**src/rtl/fa16b_rev_seq.sv**
```systemverilog
// ---------------------------------------------------------------------------
// fa16b_rev_seq
//   Phase sequencer for the 16-bit reversible dual-rail adder macro.
//   A transaction runs IDLE -> FWD -> BWD -> NULL -> DONE -> IDLE:
//     FWD  : forward rails driven, sum/carry-out rails sampled at the end
//     BWD  : forward rails held, restoration rails sampled at the end
//     NULL : every driven rail held at null (both low)
//     DONE : result presented until the requester takes it
//
// Ports
//   clk, rst                 clock, asynchronous active-high reset
//   in_valid/in_ready        operand handshake (in_a, in_b, in_cin)
//   a_f/a_not_f, b/b_not     forward operand rails to the adder
//   c0_f/c0_f_not, z/z_not   forward carry-in and zero-ancilla rails
//   s/s_not, c15/c15_not     sum and carry-out rails from the adder
//   a_b/a_not_b, c0_b/...    backward (restoration) rails from the adder
//   res_valid/res_ready      result handshake (res_sum, res_cout, res_err)
//   res_err                  bit0 sum rail fault, bit1 restoration mismatch
// ---------------------------------------------------------------------------
module fa16b_rev_seq #(
    parameter int unsigned WIDTH         = 16,
    parameter int unsigned SETTLE_CYCLES = 4,
    parameter int unsigned UNDO_CYCLES   = 4,
    parameter int unsigned NULL_CYCLES   = 2
) (
    input  logic             clk,
    input  logic             rst,
    input  logic             in_valid,
    output logic             in_ready,
    input  logic [WIDTH-1:0] in_a,
    input  logic [WIDTH-1:0] in_b,
    input  logic             in_cin,
    output logic [WIDTH-1:0] a_f,
    output logic [WIDTH-1:0] a_not_f,
    output logic [WIDTH-1:0] b,
    output logic [WIDTH-1:0] b_not,
    output logic             c0_f,
    output logic             c0_f_not,
    output logic             z,
    output logic             z_not,
    input  logic [WIDTH-1:0] s,
    input  logic [WIDTH-1:0] s_not,
    input  logic             c15,
    input  logic             c15_not,
    input  logic [WIDTH-1:0] a_b,
    input  logic [WIDTH-1:0] a_not_b,
    input  logic             c0_b,
    input  logic             c0_not_b,
    output logic             res_valid,
    input  logic             res_ready,
    output logic [WIDTH-1:0] res_sum,
    output logic             res_cout,
    output logic [1:0]       res_err
);

    // A zero-length phase is stretched to one cycle.
    localparam int unsigned SettleEff = (SETTLE_CYCLES == 0) ? 1 : SETTLE_CYCLES;
    localparam int unsigned UndoEff   = (UNDO_CYCLES == 0) ? 1 : UNDO_CYCLES;
    localparam int unsigned NullEff   = (NULL_CYCLES == 0) ? 1 : NULL_CYCLES;
    localparam int unsigned MaxTmp    = (SettleEff > UndoEff) ? SettleEff : UndoEff;
    localparam int unsigned MaxCyc    = (MaxTmp > NullEff) ? MaxTmp : NullEff;
    localparam int unsigned CntW      = $clog2(MaxCyc) + 1;

    // Counter is loaded with (length - 1) on phase entry; phase ends at zero.
    localparam logic [CntW-1:0] SettleLoad = CntW'(SettleEff - 1);
    localparam logic [CntW-1:0] UndoLoad   = CntW'(UndoEff - 1);
    localparam logic [CntW-1:0] NullLoad   = CntW'(NullEff - 1);

    typedef enum logic [2:0] {
        StIdle,
        StFwd,
        StBwd,
        StNull,
        StDone
    } state_e;

    state_e            state_q, state_d;
    logic [CntW-1:0]   cnt_q, cnt_d;
    logic [WIDTH-1:0]  a_q, a_d;
    logic [WIDTH-1:0]  b_q, b_d;
    logic              cin_q, cin_d;
    logic [WIDTH-1:0]  s_cap_q, s_cap_d;
    logic [WIDTH-1:0]  s_not_cap_q, s_not_cap_d;
    logic              c15_cap_q, c15_cap_d;
    logic              c15_not_cap_q, c15_not_cap_d;
    logic [WIDTH-1:0]  ab_cap_q, ab_cap_d;
    logic [WIDTH-1:0]  anb_cap_q, anb_cap_d;
    logic              c0b_cap_q, c0b_cap_d;
    logic              c0nb_cap_q, c0nb_cap_d;
    logic              res_valid_q, res_valid_d;
    logic [WIDTH-1:0]  res_sum_q, res_sum_d;
    logic              res_cout_q, res_cout_d;
    logic [1:0]        res_err_q, res_err_d;

    logic              drive_fwd;
    logic              sum_fault;
    logic              restore_mismatch;

    // A rail pair is faulty when both rails agree (null or illegal).
    assign sum_fault = (|(~(s_cap_q ^ s_not_cap_q))) | (c15_cap_q == c15_not_cap_q);

    assign restore_mismatch = (ab_cap_q != a_q) | (anb_cap_q != ~a_q) |
                              (c0b_cap_q != cin_q) | (c0nb_cap_q != ~cin_q);

    always_comb begin
        state_d       = state_q;
        cnt_d         = cnt_q;
        a_d           = a_q;
        b_d           = b_q;
        cin_d         = cin_q;
        s_cap_d       = s_cap_q;
        s_not_cap_d   = s_not_cap_q;
        c15_cap_d     = c15_cap_q;
        c15_not_cap_d = c15_not_cap_q;
        ab_cap_d      = ab_cap_q;
        anb_cap_d     = anb_cap_q;
        c0b_cap_d     = c0b_cap_q;
        c0nb_cap_d    = c0nb_cap_q;
        res_valid_d   = res_valid_q;
        res_sum_d     = res_sum_q;
        res_cout_d    = res_cout_q;
        res_err_d     = res_err_q;

        unique case (state_q)
            StIdle: begin
                if (in_valid) begin
                    a_d     = in_a;
                    b_d     = in_b;
                    cin_d   = in_cin;
                    cnt_d   = SettleLoad;
                    state_d = StFwd;
                end
            end
            StFwd: begin
                if (cnt_q == '0) begin
                    s_cap_d       = s;
                    s_not_cap_d   = s_not;
                    c15_cap_d     = c15;
                    c15_not_cap_d = c15_not;
                    cnt_d         = UndoLoad;
                    state_d       = StBwd;
                end else begin
                    cnt_d = cnt_q - CntW'(1);
                end
            end
            StBwd: begin
                if (cnt_q == '0) begin
                    ab_cap_d   = a_b;
                    anb_cap_d  = a_not_b;
                    c0b_cap_d  = c0_b;
                    c0nb_cap_d = c0_not_b;
                    cnt_d      = NullLoad;
                    state_d    = StNull;
                end else begin
                    cnt_d = cnt_q - CntW'(1);
                end
            end
            StNull: begin
                if (cnt_q == '0) begin
                    res_valid_d = 1'b1;
                    res_sum_d   = s_cap_q;
                    res_cout_d  = c15_cap_q;
                    res_err_d   = {restore_mismatch, sum_fault};
                    state_d     = StDone;
                end else begin
                    cnt_d = cnt_q - CntW'(1);
                end
            end
            StDone: begin
                if (res_ready) begin
                    res_valid_d = 1'b0;
                    state_d     = StIdle;
                end
            end
            default: begin
                state_d = StIdle;
            end
        endcase
    end

    always_ff @(posedge clk or posedge rst) begin
        if (rst) begin
            state_q       <= StIdle;
            cnt_q         <= '0;
            a_q           <= '0;
            b_q           <= '0;
            cin_q         <= 1'b0;
            s_cap_q       <= '0;
            s_not_cap_q   <= '0;
            c15_cap_q     <= 1'b0;
            c15_not_cap_q <= 1'b0;
            ab_cap_q      <= '0;
            anb_cap_q     <= '0;
            c0b_cap_q     <= 1'b0;
            c0nb_cap_q    <= 1'b0;
            res_valid_q   <= 1'b0;
            res_sum_q     <= '0;
            res_cout_q    <= 1'b0;
            res_err_q     <= '0;
        end else begin
            state_q       <= state_d;
            cnt_q         <= cnt_d;
            a_q           <= a_d;
            b_q           <= b_d;
            cin_q         <= cin_d;
            s_cap_q       <= s_cap_d;
            s_not_cap_q   <= s_not_cap_d;
            c15_cap_q     <= c15_cap_d;
            c15_not_cap_q <= c15_not_cap_d;
            ab_cap_q      <= ab_cap_d;
            anb_cap_q     <= anb_cap_d;
            c0b_cap_q     <= c0b_cap_d;
            c0nb_cap_q    <= c0nb_cap_d;
            res_valid_q   <= res_valid_d;
            res_sum_q     <= res_sum_d;
            res_cout_q    <= res_cout_d;
            res_err_q     <= res_err_d;
        end
    end

    // Rails decode straight from the state register so an asynchronous reset
    // drops them to null without waiting for a clock edge.
    assign drive_fwd = (state_q == StFwd) || (state_q == StBwd);

    assign a_f      = drive_fwd ? a_q : '0;
    assign a_not_f  = drive_fwd ? ~a_q : '0;
    assign b        = drive_fwd ? b_q : '0;
    assign b_not    = drive_fwd ? ~b_q : '0;
    assign c0_f     = drive_fwd & cin_q;
    assign c0_f_not = drive_fwd & ~cin_q;
    assign z        = 1'b0;
    assign z_not    = drive_fwd;

    assign in_ready  = (state_q == StIdle) && !rst;
    assign res_valid = res_valid_q;
    assign res_sum   = res_sum_q;
    assign res_cout  = res_cout_q;
    assign res_err   = res_err_q;

endmodule

```
**config.mk**
```make
export PLATFORM = sky130hd
export DESIGN_NAME = fa16b_rev_seq
export DESIGN_NICKNAME = d
export VERILOG_FILES = /design/src/rtl/fa16b_rev_seq.sv
export SDC_FILE = /design/constraint.sdc
export NUM_CORES = 1
export LEC_CHECK = 0
export ABC_AREA = 1
export CAP_MARGIN = 20
export CORE_ASPECT_RATIO = 1.5
export CORE_MARGIN = 8
export CORE_UTILIZATION = 45
export DETAILED_ROUTE_END_ITERATION = 16
export GPL_TIMING_DRIVEN = 0
export PLACE_DENSITY = 0.78
export SYNTH_ARGS = -nofsm -noshare
export SYNTH_HDL_FRONTEND = slang
export SYNTH_SLANG_ARGS = --single-unit
export TNS_END_PERCENT = 30
```
**constraint.sdc**
```tcl
create_clock -name clk -period 13.7 [get_ports clk]
set_input_delay 3.425 -clock clk [delete_from_list [all_inputs] [get_ports clk]]
set_output_delay 3.425 -clock clk [all_outputs]
set_load 0.005 [all_outputs]
```
; ---- Word-level counts from Yosys, hierarchy flattened
; Cells that the tools add are included.
[totals]
elab_cells = 77
n_memories = 0
mem_bits_ro = 0
latch_bits = 0
ramBits = 0
in_bits = 105
reg_bits = 127
[op_classes]
order_cmp = 0
muxes = 18
mul = 0
reduce_logical = 15
n_shift = 0
n_eq_ne = 15
div = 0
n_addsub = 1
n_bitwise = 11
[ops]
columns = op, count
row1 = 2-to-1 mux 16 bit, 4
row2 = NOT 16 bit, 3
row3 = != test 16 bit, 2
row4 = 2-to-1 mux 3 bit, 9
row5 = OR reduction 16 bit, 1
row6 = bitwise XOR 16 bit, 1
row7 = case mux 3 bit (5 select lines), 1
row8 = != test 2 bit (second input constant), 6
row9 = case mux 3 bit (4 select lines), 1
row10 = AND reduction 2 bit, 4
row11 = equality test 3 x 2 -> 1 bit (second input constant), 2
row12 = logical NOT 3 bit, 2
row13 = AND reduction 3 bit, 2
row14 = AND reduction 5 bit, 1
row15 = OR 1 bit, 4
row16 = nonzero test 4 bit, 1
row17 = equality test 3 x 1 -> 1 bit (second input constant), 1
row18 = equality test 3 bit (second input constant), 1
row19 = subtractor 3 x 1 -> 3 bit (second input constant), 1
row20 = AND 1 bit, 2
row21 = 2-to-1 mux 1 bit, 2
row22 = != test 1 bit, 2
row23 = case mux 1 bit (2 select lines), 1
row24 = nonzero test 2 bit, 1
row25 = 5 further kinds, 5

; ---- Longest topological paths before layout
; Gate-level depths: netlist of the first run.
[logic_depth]
ltp_word = 5
mapped_depth = 10
mapped_depth_nobuf = 10

; ---- Least setup slack after synthesis of the first run
; OpenSTA, ideal clock, no wires.
[synth_timing]
kind = input -> output
start = in rst
end = out in_ready
t_arrival_ns = 3.641
cell_stages = 1
setup_slack_ns = 6.634
path_cell_list = nor4_1
[synth_between]
elab_chain_cells = 2
[synth_rtl]
columns = item, line_no
row1 = "start, declared", 27  ; input logic rst,
row2 = logical NOT 1 bit, 234  ; assign in_ready = (state_q == StIdle) && !rst;
row3 = logical AND 1 bit, 234
row4 = "end, declared", 29  ; output logic in_ready,
; Every way passes these cells.

; ---- Worst setup path in the final report of the first run
; Same ends and word-level chain as after synthesis.

==> flow_summary.ini, run 1 <==
[status]
status = finished clean

[layout]
final_cells = 1121
nNetsFinal = 1052
n_fill_cell = 1087
area_growth_pct = 45.8
final_cell_mix = 209 x nand2_1, 192 x clkdlybuf4s50_1, 132 x nor2_1
layout-drive-gt1-share_pct = 12.1
stdcell_area_um2 = 8940
final_common_cell = nand2_1

[yosys]
yosys_register_bits = 127
synth_top_family_by_area = simple AND/OR/NAND/NOR gates
syn_inst = 733
async_flop_share_pct = 100
synth_top_area_share_pct = 51.8
synth_ff_type = dfrtp_1
synth_compound_area_share_pct = 5.91
syn_area_um2 = 6130
synthMuxAreaShare_pct = 7.65
synth.avg_cell_area_um2 = 8.37
syn-num-nets = 840
synth_area_leaders = dfrtp_1 52%, nand2_1 13%, nor2_1 8.1%, mux2_4 6.4%, inv_1 4.3%
yosys_warnings = 0
ys_seq_area_share_pct = 51.8
synth_edf_count = 0
synthXorXnorAreaFrac_pct = 2.28
yosys.area.top_type = dfrtp_1
synthSimpleGateAreaFrac_pct = 24.0
yosysUniqueCellTypes = 30
synth-adder-area-share_pct = 0.408

[floorplan]
ios = 194
dieWidth_um = 111
die-area_um2 = 17700
core_um2 = 13400
initial_utilization_pct = 45.8
die_y_um = 159
fp-row-count = 52

[global_route]
grt_max_degree = 86
antenna_found_initial = 1
track_usage_pct = 20.8
grt_pass1_vias = 5743
gr-total-overflow = 0
grt_pass1_wl_um = 29600

[sta]
worst_slack_ps = 5460
finalHoldViolCount = 0
worst_pin_slew_ps = 540
fmax_ghz = 0.121
setup_tns_ps = 0
fin_crit_sh_pct = 60.1
skew_ps = 9.20
slew_headroom_pct = 64.0
setup_viol = 0
rsz0062_at_grt = false
fin_crit_ps = 8240
timing.final.max_slew_violations = 0

[critical_path]
r2r_cells = 8
slowest_stage = clkdlybuf4s50_1
cp_top_family = buffers and inverters
path_common_cell = clkdlybuf4s50_1
worst_r2r_endpoint = ab_cap_q[1]$_DFFE_PP0P_
endpoint_kind = primary output
critPathBufInv = 2
worstPathRequired_ps = 10270
path_depth = 3
path_max_fanout = 2
reg2reg_from = cnt_q[0]$_DFFE_PP0P_
rrSetupSlack_ps = 11970
critPathKind = primary input to primary output
startpoint_type = primary input
cp_data_arrival_time_ps = 4810
crit_chain = clkdlybuf4s50_1 > nor4_1 > clkdlybuf4s50_1
max_stage_delay_ps = 610

[routing]
routed_wl_um = 18200
wl_met2_um = 9820
wire_per_inst_um = 16.3
viasPerCell = 4.88
wl_met3_um = 800
wl_met1_um = 6990
routed.top_layer = met4
dr.pass1.iters = 5
vias = 5468
ant_nets = 0
drc = 0
drtIter0Drc = 212

[clock_tree]
ctsResizeCount = 0
clk_pin_slew_ps = 60
cts_max_path_buffers = 2
postCtsSetupBuffers = 0
cts_root_buf = clkbuf_16
cts.sinks = 127
cts.htree.levels = 4
clk_latency_ps = 400
cts_hold_buffers = 0
cts_buffers = 17
cts_tree = built

[place]
dpl.hpwl_um = 13900
place_area_um2 = 8290
gp_congestion = 0.840
placed_cells = 1088
io_buffers = 192
place_ws_ps = 5470

[worst_hold_path]
whs_endpoint = res_sum[0]$_DFFE_PP0P_
min_from = res_sum[0]$_DFFE_PP0P_
hold_depth = 2
hold_path_class = flop to flop

[power_and_ir_drop]
vdd_drop_max_mv = 0.115
cellPowerDensity_nw_per_um2 = 248
leakage_nw = 4.40

[job]
max_cap_viol_count = 0
[stage by stage]
step	util, %	power (mW)	hold WS (ps)
floorplan	-	1.23	465
global placement	61.6	1.71	453
detailed placement	61.9	1.74	457
CTS	66.7	2.24	477
global route	66.7	2.38	500
finish	66.7	2.22	474
[cell usage after synthesis (3+ instances only)]
master and instances:
nand2_1 209, nor2_1 132, dfrtp_1 127, inv_1 71, a21oi_1 37, o21ai_1 30, mux2_4 26, buf_2 15
nand3_1 14, inv_2 10, xor2_1 10, buf_4 8, mux2_2 7, or2_2 7, xnor2_1 6, buf_6 3
o21ai_0 3
[worst max-delay path by stage]
stage,start,endpoint
4_1_cts,rst,in_ready
2_1_floorplan,rst,in_ready
6_report,rst,in_ready
3_3_place_gp,rst,c15_not_cap_q$_DFFE_PP0P_
5_1_grt,rst,in_ready
3_5_place_dp,rst,in_ready
[per-layer routing]
metal / track usage (%) / vias to the layer above
met2: 38.1 / 144
li1: - / 2684
met3: 5.02 / 34
met1: 21.4 / 2606
met5: 0 / -
met4: 9.80 / 0
[sequential cells by signal, summed over array words and instances (netlist names)]
register / count
a_q: 16
ab_cap_q: 16
anb_cap_q: 16
b_q: 16
c0b_cap_q: 1
c0nb_cap_q: 1
c15_cap_q: 1
c15_not_cap_q: 1
cin_q: 1
cnt_q: 3
res_cout: 1
res_err: 2
res_sum: 16
res_valid: 1
s_cap_q: 16
s_not_cap_q: 16
state_q: 3
[kinds of logic after synthesis]
kind of cell	Yosys count
AO/OA/AOI/OAI	72
XOR/XNOR	16
other	1
adder cells (fa/ha/maj)	2
AND/OR/NAND/NOR	373
multiplexers	33
flip-flops	127
buffers and inverters	109
[report_power, final]
group / switching (mW) / leakage, nW / internal [mW]
sequential: 0.135 / 1.47 / 0.560
clock: 0.170 / 0.305 / 0.320
combinational: 0.490 / 2.62 / 0.545
total: 0.794 / 4.40 / 1.42
[tightest hold or removal path, cell delays in order, from the launching register on]
cell     delay, ps
dfrtp_1        340
nand2_1         60
nand2_1         50
[cell type report]
class | count | area (µm²) | share of cell area, %
inverters | 81 | 309 | 3.46
multi-input cells | 497 | 2480 | 27.7
flip-flops and latches | 127 | 3180 | 35.5
plain buffers | 28 | 176 | 1.97
well taps | 162 | 203 | 2.27
clock buffers | 20 | 467 | 5.22
diodes | 1 | 2.50 | 0.0280
clock inverters | 12 | 181 | 2.03
repair buffers | 193 | 1950 | 21.8
Note: power is estimated with default switching activity, not from simulation.
==> run 2, diff against run 1 <==
--- a/config.mk
+++ b/config.mk
@@ -9,10 +9,10 @@
 export CAP_MARGIN = 20
 export CORE_ASPECT_RATIO = 1.5
 export CORE_MARGIN = 8
-export CORE_UTILIZATION = 45
+export CORE_UTILIZATION = 42
 export DETAILED_ROUTE_END_ITERATION = 16
 export GPL_TIMING_DRIVEN = 0
-export PLACE_DENSITY = 0.78
+export PLACE_DENSITY = 0.76
 export SYNTH_ARGS = -nofsm -noshare
 export SYNTH_HDL_FRONTEND = slang
 export SYNTH_SLANG_ARGS = --single-unit
==> constraint.sdc (replaced) <==
create_clock -name clk -period 7.05 [get_ports clk]
set_input_delay 1.7625 -clock clk [delete_from_list [all_inputs] [get_ports clk]]
set_output_delay 1.7625 -clock clk [all_outputs]
set_load 0.005 [all_outputs]
==> run 2 against run 1 <==
Clock-buffer cell count unchanged. Global-route usage down 0.86 points. Sequential cell count unchanged. Critical path depth unchanged. Core utilization down 4.8 points. Total power up 90%. First-iteration DRC count up 17%. Non-clock buffer count unchanged. Sequential power up 95%. Worst setup slack worse by 3200 ps. Final cell count up 2.9%.
==> flow_summary.ini, run 2 (same netlist as run 1, synthesis figures left out) <==
[global_route]
grt_max_degree = 73
antenna_found_initial = 0
track_usage_pct = 19.9
use_met3_pct = 4.97
use_met2_pct = 37.0
gr-total-overflow = 0
grt_pass1_wl_um = 28900
grt_pass1_vias = 5658
top_usage_layer = met2
globalRouteMet1Util_pct = 20.7

[floorplan]
fp-row-count = 54
core_um2 = 14400
ios = 194
die-area_um2 = 18800
die_y_um = 164
dieWidth_um = 115
initial_utilization_pct = 42.6

[layout]
nNetsFinal = 1052
diodes = 0
area_growth_pct = 45.3
stdcell_area_um2 = 8910
final_cell_mix = 209 x nand2_1, 192 x clkdlybuf4s50_1, 132 x nor2_1
final_common_cell = nand2_1
layout-drive-gt1-share_pct = 11.7

[power_and_ir_drop]
vdd_drop_max_mv = 0.255
p_sw_mw = 1.53
p_int_mw = 2.70
cellPowerDensity_nw_per_um2 = 474
leakage_nw = 4.37
finalPower_mw = 4.22
combPwrFrac_pct = 47.6
swShare_pct = 36.1
clkPwrFrac_pct = 20.4
p_seq_share_pct = 31.9

[worst_hold_path]
hold_path_class = flop to flop
hold_depth = 2
min_from = res_sum[4]$_DFFE_PP0P_
whs_endpoint = res_sum[4]$_DFFE_PP0P_

[clock_tree]
clk_latency_ps = 400
cts.sinks = 127
postCtsSetupBuffers = 0
cts_root_buf = clkbuf_16
cts_tree = built
ctsResizeCount = 0
clk_pin_slew_ps = 60
cts_hold_buffers = 0
cts_buffers = 17
cts_max_path_buffers = 2
cts.htree.levels = 4

[critical_path]
endpoint_kind = primary output
r2r_cells = 8
rrSetupSlack_ps = 5280
reg2reg_from = cnt_q[0]$_DFFE_PP0P_
critPathKind = primary input to primary output
cp_data_arrival_time_ps = 3000
worstPathRequired_ps = 5290
startpoint_type = primary input
path_max_fanout = 2
worst_r2r_endpoint = ab_cap_q[3]$_DFFE_PP0P_

[routing]
vias = 5390
dr.pass1.iters = 4
wire_per_inst_um = 15.9
viasPerCell = 4.67
drtIter0Drc = 249
routed_wl_um = 18300
drc = 0
ant_nets = 0

[sta]
finalHoldViolCount = 0
fin_crit_sh_pct = 67.6
fmax_ghz = 0.210
slew_headroom_pct = 63.6
setup_tns_ps = 0
worst_pin_slew_ps = 546
fin_crit_ps = 4770
timing.final.max_slew_violations = 0
skew_ps = 8.90
setup_viol = 0
rsz0062_at_grt = false

[place]
io_buffers = 192
place_area_um2 = 8330
gp_congestion = 0.830
dpl.hpwl_um = 14000

[status]
status = finished clean

[job]
max_cap_viol_count = 0
==> run 2: changes by cell type in the layout (fill, tap and decap cells not counted), sizes merged <==
cell	change
inv	-2
clkinv	+4
bufinv	-1
clkinvlp	-2
diode	-1
==> run 2: how the worst max path moves through the flow <==
stage / start / to / slack, ps / cells after the start
floorplan: rst / a_q[0]$_DFFE_PP0P_ / 1900 / 1
global placement: rst / a_q[9]$_DFFE_PP0P_ / -50 / 2
detailed placement: rst / in_ready / 2260 / 3
CTS: rst / in_ready / 2260 / 3
global route: rst / in_ready / 2200 / 3
finish: rst / in_ready / 2280 / 3
==> run 2: metrics by stage <==
| stage | hold slack [ps] | setup slack [ps] | cells | utilization [%] |
|---|---|---|---|---|
| after floorplan | 465 | 1900 | 733 | - |
| after global placement | 454 | -47.4 | 1121 | 57.7 |
| after detailed placement | 458 | 2260 | 1122 | 57.9 |
| after CTS | 473 | 2260 | 1153 | 61.9 |
| after global routing | 505 | 2200 | 1153 | 61.9 |
| final | 468 | 2280 | 1153 | 61.9 |
==> run 2: area by class of cell <==
class,instances,area [µm²]
fill,1211,5480
sequential,127,3180
clock inverter,11,143
timing repair buffer,193,1950
inverter,81,309
buffer,28,176
clock buffer,20,437
tap,196,245
multi-input combinational,497,2480
==> run 2: layer usage <==
layer	routed length, µm	vias up
li1	-	2679
met1	6870	2517
met2	9850	166
met3	1120	28
met4	487	0
met5	0	-
==> run 2: power by group through the flow <==
stage | combinational [mW] | clock [mW] | sequential (mW)
CTS | 2.04 | 0.877 | 1.35
finish | 2.01 | 0.864 | 1.35
floorplan | 1.11 | 0 | 1.29
detailed placement | 2.03 | 0 | 1.36
global route | 2.22 | 0.915 | 1.40
global placement | 1.99 | 0 | 1.34
==> run 2: worst max-delay path, cell delays in order <==
cell             delay, ps
clkdlybuf4s50_1        480
nor4_1                 190
clkdlybuf4s50_1        570
==> run 3, diff against run 2 <==
==> constraint.sdc (replaced) <==
create_clock -name clk -period 3.9 [get_ports clk]
set_input_delay 0.975 -clock clk [delete_from_list [all_inputs] [get_ports clk]]
set_output_delay 0.975 -clock clk [all_outputs]
set_load 0.005 [all_outputs]
==> run 3 against run 2 <==
Sequential cell count did not move. Worst hold slack improved by 2.6 ps. Via count rose by 1.7%. Sequential power rose by 80%. Clock-buffer cell count fell by 3. Critical path depth rose by 5. Clock skew rose by 6.9 ps. Largest power group unchanged. Highest routed layer unchanged.
==> flow_summary.ini, run 3 (same netlist as run 1, synthesis figures left out) <==
[layout]
layout-drive-gt1-share_pct = 12.3
area_growth_pct = 46.6
seqCellArea_um2 = 3180
nNetsFinal = 1054
stdcell_area_um2 = 8990
diodes = 0
finish.utilization_pct = 62.5
final_cell_mix = 209 x nand2_1, 192 x clkdlybuf4s50_1, 132 x nor2_1
final_common_cell = nand2_1
multiInputGateArea_um2 = 2480
n_fill_cell = 1271

[routing]
dr.pass1.iters = 5
drtIter0Drc = 321
viasPerCell = 4.74
wire_per_inst_um = 16.1
wl_met2_um = 9960
vias = 5482
routed_wl_um = 18700
wl_met3_um = 1170
drc = 0
wl_met1_um = 6950
ant_nets = 0
routed.top_layer = met4

[floorplan]
die_y_um = 164
initial_utilization_pct = 42.6
dieWidth_um = 115
ios = 194
core_um2 = 14400
die-area_um2 = 18800
fp-row-count = 54

[clock_tree]
ctsResizeCount = 0
cts.htree.levels = 4
clk_latency_ps = 410
cts_hold_buffers = 0
cts_max_path_buffers = 2
cts_root_buf = clkbuf_16
cts_buffers = 17
cts.sinks = 127
postCtsSetupBuffers = 0
cts_tree = built
clk_pin_slew_ps = 60

[global_route]
grt_pass1_wl_um = 29300
grt_pass1_vias = 5628
grt_max_degree = 38
gr-total-overflow = 0
antenna_found_initial = 0
track_usage_pct = 20.4

[place]
place_ws_ps = 662
io_buffers = 192
dpl.hpwl_um = 14200
place_area_um2 = 8370
gp_congestion = 0.860

[critical_path]
crit_start = state_q[0]$_DFFE_PP0P_
rrSetupSlack_ps = 2130
slowest_stage = clkdlybuf4s50_1
endpoint = b_not[6]
r2r_cells = 8
worst_r2r_endpoint = ab_cap_q[10]$_DFFE_PP0P_
critPathBufInv = 4
max_stage_delay_ps = 540
crit_chain = nor2_2 > nand2_1 > nand2_2 > inv_2 > buf_4 > buf_2 > nor2_1 > clkdlybuf4s50_1
critPathKind = flop to primary output
cp_top_family = buffers and inverters
cp_data_arrival_time_ps = 2370
endpoint_kind = primary output
path_depth = 8
worstPathRequired_ps = 2920
reg2reg_from = cnt_q[0]$_DFFE_PP0P_
startpoint_type = flop
path_max_fanout = 10

[sta]
rsz0062_at_grt = false
worst_pin_slew_ps = 721
fin_crit_ps = 3340
fmax_ghz = 0.299
finalHoldViolCount = 0
setup_viol = 0
skew_ps = 15.8
worst_slack_ps = 557
slew_headroom_pct = 51.8
fin_crit_sh_pct = 85.7
setup_tns_ps = 0
timing.final.max_slew_violations = 0

[power_and_ir_drop]
cellPowerDensity_nw_per_um2 = 865
leakage_nw = 4.41
vdd_drop_max_mv = 0.362
finalPower_mw = 7.78

[status]
status = finished clean

[job]
max_cap_viol_count = 0

[worst_hold_path]
hold_path_class = flop to flop
==> run 3: cell types whose count changed in the layout (fill, tap and decap cells not counted), sizes merged <==
cell | before | now
inv | 81 | 87
buf | 27 | 29
clkbuf | 22 | 19
clkinv | 6 | 4
==> run 3: report_power, final <==
group	total, mW	leakage [nW]	switching (mW)	internal (mW)
logic	3.65	2.63	1.74	1.92
clock network	1.69	0.305	0.663	1.03
registers	2.43	1.47	0.469	1.96
==> run 3: worst min-delay path by stage <==
stage	end	slack, ps	startpoint	cells after the start
3_3_place_gp	res_sum[9]$_DFFE_PP0P_	450	res_sum[9]$_DFFE_PP0P_	2
5_1_grt	res_sum[4]$_DFFE_PP0P_	500	res_sum[4]$_DFFE_PP0P_	2
4_1_cts	res_sum[4]$_DFFE_PP0P_	470	res_sum[4]$_DFFE_PP0P_	2
6_report	res_sum[12]$_DFFE_PP0P_	470	res_sum[12]$_DFFE_PP0P_	2
3_5_place_dp	res_sum[4]$_DFFE_PP0P_	460	res_sum[4]$_DFFE_PP0P_	2
2_1_floorplan	res_cout$_DFFE_PP0P_	470	res_cout$_DFFE_PP0P_	2
==> run 3: cell type report <==
class	instances	area share (%)
repair buffers	195	22.0
well taps	196	2.73
clock buffers	17	4.73
inverters	81	3.42
plain buffers	28	1.96
multi-input cells	497	27.5
flip-flops and latches	127	35.3
clock inverters	15	2.24
==> run 3: metrics by stage <==
step / cells / hold slack [ps]
after floorplan: 733 / 465
after CTS: 1156 / 474
final: 1156 / 470
after global routing: 1156 / 503
after global placement: 1121 / 453
after detailed placement: 1124 / 457
==> run 3: per-layer routing <==
metal	vias to the layer above	global-route usage, %
li1	2678	-
met4	0	9.79
met3	35	5.04
met1	2586	21.8
met5	-	0
met2	183	36.6
==> run 3: worst reg2reg max path, stage by stage (launching register included) <==
cell and delay, ps:
dfrtp_1 400, inv_1 90, ha_1 140, nand2_1 150, inv_2 140, nand2_2 170, inv_2 180, buf_2 280
o21ai_1 110
